**config.mk**
```make
export PLATFORM = sky130hd
export DESIGN_NAME = viol_reset_seq
export DESIGN_NICKNAME = d
export VERILOG_FILES = /design/src/rtl/viol_reset_seq.sv
export SDC_FILE = /design/constraint.sdc
export NUM_CORES = 1
export LEC_CHECK = 0
export BUFFER_PORTS_ARGS = -buffer_cell sky130_fd_sc_hd__buf_2
export CAP_MARGIN = 10
export CORE_ASPECT_RATIO = 1.1
export CORE_MARGIN = 4
export CORE_UTILIZATION = 56
export DETAILED_ROUTE_END_ITERATION = 10
export PLACE_DENSITY = 0.93
export SLEW_MARGIN = 0
export SYNTH_ARGS = -nofsm -noshare
export SYNTH_HDL_FRONTEND = slang
export SYNTH_SLANG_ARGS = --single-unit
```
**constraint.sdc**
```tcl
create_clock -name clk -period 3.66 [get_ports clk]
set_input_delay 0.183 -clock clk [delete_from_list [all_inputs] [get_ports clk]]
set_output_delay 0.183 -clock clk [all_outputs]
set_load 0.005 [all_outputs]
```
**src/rtl/viol_reset_seq.sv**
```systemverilog
// Violation reset sequencer: converts a level violation from the hardware
// monitors into a minimum-width PUC reset request, waits for the core's puc
// acknowledge (re-issuing on timeout) and keeps first-violation diagnostics.
module viol_reset_seq #(
  parameter logic [15:0] RST_HOLD    = 16'd8,
  parameter logic [15:0] PUC_TIMEOUT = 16'd64,
  parameter int          CNT_W       = 8
) (
  input  logic             clk,
  input  logic             reset_n,
  input  logic             viol,
  input  logic [15:0]      pc,
  input  logic [15:0]      data_addr,
  input  logic             puc,
  output logic             rst_req,
  output logic             busy,
  output logic [15:0]      viol_pc,
  output logic [15:0]      viol_addr,
  output logic [CNT_W-1:0] viol_cnt,
  output logic             puc_timeout
);

  // Zero-length hold or timeout would make the down-counter wrap to 65535.
  if (RST_HOLD == 16'd0) begin : g_bad_hold
    $error("viol_reset_seq: RST_HOLD must be >= 1");
  end
  if (PUC_TIMEOUT == 16'd0) begin : g_bad_timeout
    $error("viol_reset_seq: PUC_TIMEOUT must be >= 1");
  end

  typedef enum logic [1:0] {
    IDLE     = 2'd0,
    ASSERT   = 2'd1,
    WAIT_PUC = 2'd2,
    RELEASE  = 2'd3
  } state_t;

  // Counters load N-1 and leave the state on the cycle they read zero,
  // giving exactly N cycles in the state.
  localparam logic [15:0]      HOLD_LD = RST_HOLD - 16'd1;
  localparam logic [15:0]      TO_LD   = PUC_TIMEOUT - 16'd1;
  localparam logic [CNT_W-1:0] CNT_MAX = '1;

  state_t      state;
  logic [15:0] cnt;

  // Sequencer FSM with registered rst_req and diagnostic capture.
  always_ff @(posedge clk or negedge reset_n) begin
    if (!reset_n) begin
      state       <= IDLE;
      cnt         <= 16'd0;
      rst_req     <= 1'b0;
      viol_pc     <= 16'd0;
      viol_addr   <= 16'd0;
      viol_cnt    <= '0;
      puc_timeout <= 1'b0;
    end else begin
      case (state)
        IDLE: begin
          if (viol) begin
            state     <= ASSERT;
            cnt       <= HOLD_LD;
            rst_req   <= 1'b1;
            viol_pc   <= pc;
            viol_addr <= data_addr;
            if (viol_cnt != CNT_MAX) viol_cnt <= viol_cnt + 1'b1;
          end
        end
        // viol and puc are both ignored here: the burst always completes.
        ASSERT: begin
          if (cnt == 16'd0) begin
            state   <= WAIT_PUC;
            cnt     <= TO_LD;
            rst_req <= 1'b0;
          end else begin
            cnt <= cnt - 16'd1;
          end
        end
        // puc takes priority over an expiring timeout on the same cycle.
        WAIT_PUC: begin
          if (puc) begin
            state <= RELEASE;
          end else if (cnt == 16'd0) begin
            state       <= ASSERT;
            cnt         <= HOLD_LD;
            rst_req     <= 1'b1;
            puc_timeout <= 1'b1;
          end else begin
            cnt <= cnt - 16'd1;
          end
        end
        // Requiring viol low before IDLE forces a deassert/reassert for a
        // new sequence.
        RELEASE: begin
          if (!puc && !viol) state <= IDLE;
        end
        default: begin
          state   <= IDLE;
          rst_req <= 1'b0;
        end
      endcase
    end
  end

  assign busy = (state != IDLE);

endmodule

```
==> metrics <==
status=complete, but fails checks; failing checks=hold timing; crit path DAT=2.79 ns; pin count of the biggest net entering global routing=61; Crit. End Element=register; RSZ-0062 raised after global routing=no; share of the synthesized area in the top cell type=52.79%; Seq/Total Area, Yosys=52.79%; count of final setup violators=0; main combinational cell family by area after synthesis=simple AND/OR/NAND/NOR gates; Synth Warn #=0; compound-cell area share of the yosys netlist=10.78%; actual slew at the worst max-slew pin=0.7738 ns; CP delay by family, top=simple AND/OR/NAND/NOR gates; CP Max Fanout=8; number of hold violations in the final report=15; Rows=26; DR vias=2259; vias in the first global route=2325; synth-to-layout area growth=24.59%; hold crit path type=in2async; global-route wire length before repair=10780 µm; Max Transition Viols Final=0; CP startpoint kind=register; GRT Total Usage=21.96%; share of power burned in registers=34.9%; M1 WL=2581 µm; Period minus WS final=2.554 ns; FF+latch count, synth=60; total grt overflow=0; initial antenna violation count=0; Max Freq=0.3916 GHz; Vias/cell=5.868; die area=0.006284 mm²; Worst Skew=0.008916 ns; Yosys cell types=47; total power=3.281 mW; Power per Cell Area=926.0 mW/mm²; Psw=1.162 mW; Post-synth EDFFs=0; crit share post-route=69.77%; Clock Power Share=24.0%; top layer in use=met4; met2 routed WL=3311 µm; clk slew on worst S/H paths=0.06 ns; max cap viols=0; Sw Ratio=35.41%; Post-CTS Setup Inserts=0; Syn Nets=285; Int Pwr=2.119 mW; CP cell instances=inv_1 -> ha_1 -> o21a_1 -> nor4b_1 -> clkbuf_2 -> nand2_1 -> o32ai_1; post-layout util=74.10%; share of cells above drive strength 1=40.73%; synthesized area=0.002844 mm²; WS Path Type=reg2reg; die height=82.74 µm; clk buf depth=2; clk root buf=clkbuf_8; post-synthesis average cell area=11.80 µm²; first-iteration detailed-routing DRC count=174; Final #Nets=368; post-synth top area cell=dfrtp_1; CP bufs+invs=2; asr flop ratio synth=100.0%; P_leak=1.699 nW; CTS tree=built; Initial DRT Pass Iterations=4; Mapped Cells=241; Required @ worst endpoint=3.90 ns; multiplexer share of the synthesized area=13.37%; htree depth=3; crit path from=state[1]; crit-path max cell delay=0.64 ns; CTS Hold Bufs=0; DR WL/cell=16.94 µm; post-route ant nets=0; Clk Latency, worst-skew pair=0.35 ns; simple-gate area share of the yosys netlist=13.86%; dominant synthesized flop cell=dfrtp_1; Slew HR=48.30%; final setup TNS=0 ns; DRC=0; slowest CP cell=nor4b_1; DP Wirelength=4486 µm; GPL Wtd Cong=0.7715; Adder-Cell Fraction of Synth Area=3.520%; Starting Density=59.47%; ranking of synthesized cells by area=dfrtp_1, mux2_2, ha_1; clk sinks=60; Die W=75.95 µm; Combinational Power Share=41.1%; worst vdd ir=0.6214 mV; XOR/XNOR Fraction of Synth Area=2.464%; IO Port Bufs=78; # resized after CTS=0; met3 wire length=494 µm; Worst Hold Slack=-0.02120 ns; post-detailed-routing wire length=6522 µm; io pins=79; r2r startpoint=state[1]; Num CTS Buffers=9; Inserted Diodes=0; CORE AREA=0.004782 mm²
final timing paths:
path / end / slack [ns] / depth (start not counted)
min reg2reg: puc_timeout / 0.49 / 1
max reg2reg: cnt[10] / 1.11 / 7
min in group clk: viol_addr[14] / 0.07 / 2
min: cnt[10] / -0.02 / 2
max: cnt[10] / 1.11 / 7
max in group asynchronous: cnt[8] / 3.18 / 2
Yosys cell counts (all sizes together) (2+ instances only):
library cell and n:
clkbuf 6, a21oi 7, xor2 2, o211ai 2
o31ai 3, a2bb2oi 3, xnor2 6, nand4 5
nor4 4, nand3 9, ha 8, o21ai 6
dfrtp 60, o311ai 2, a31oi 6, buf 3
mux2 32, mux2i 2, nor3 3, a32o 3
or4 7, and2 3, inv 11, nor2 6
or3 4, nand3b 2, nand2 17, nand2b 3
cell families after synthesis:
group	after synthesis
AOI/OAI and AO/OA	42
xor gates and xnor gates	8
muxes	34
DFF	60
and+or+nand+nor	69
buffers and inverters	20
adders and majority gates	8
routing by layer:
layer  GRT usage (%)  vias to the layer above
met2           37.33                       76
met1           24.56                     1107
li1                -                     1063
met3           8.243                       13
met4           10.68                        0
met5               0                        -
flip-flops by register name, summed over array words and instances (netlist names):
name         flops
viol_cnt         8
rst_req          1
viol_addr       16
viol_pc         16
cnt             16
state            2
puc_timeout      1
power groups by stage:
| stage | combinational, mW | sequential (mW) | clock [mW] |
|---|---|---|---|
| after floorplan | 0.871 | 1.14 | 0 |
| after global placement | 1.26 | 1.13 | 0 |
| after detailed placement | 1.32 | 1.14 | 0 |
| after CTS | 1.35 | 1.14 | 0.796 |
| after global routing | 1.50 | 1.18 | 0.827 |
| final | 1.35 | 1.15 | 0.787 |
layout by cell type, fill, tap and decap left out, types with 2 or more instances in the layout:
cell type	instances
dfrtp_1	60
nand4_1	5
nand3b_1	2
a21oi_1	7
xor2_1	2
o31ai_1	3
ha_1	8
a31oi_1	6
clkbuf_8	13
mux2_2	32
xnor2_1	6
buf_4	2
or3_1	4
o311ai_0	2
nand2_1	17
or4_4	3
nor2_1	6
o21ai_0	6
and2_1	3
mux2i_1	2
nand3_1	9
inv_1	11
bufinv_16	3
nor3_1	3
a32o_1	3
a2bb2oi_1	2
nand2b_1	3
nor4_1	4
or4_1	4
o211ai_1	2
buf_2	78
cell type report:
cell class,count,area (µm²)
clock inverter,3,90.09
multi-input combinational,161,1251
fill,297,1239
sequential,60,1501
inverter,11,41.29
tap,56,70.07
timing repair buffer,81,410.4
clock buffer,13,178.9
per-stage QoR:
| step | cell area (µm²) | setup WS, ns | hold WS, ns | std cells |
|---|---|---|---|---|
| floorplan | 2844 | 1.513 | -0.1126 | 241 |
| global placement | 3269 | 1.170 | 0.3735 | 368 |
| detailed placement | 3269 | 0.9682 | 0.3800 | 368 |
| CTS | 3538 | 0.9289 | 0.004039 | 384 |
| global route | 3543 | 0.8686 | 0.05577 | 385 |
| finish | 3543 | 1.106 | -0.02120 | 385 |
(Power assumes the default switching activity.)
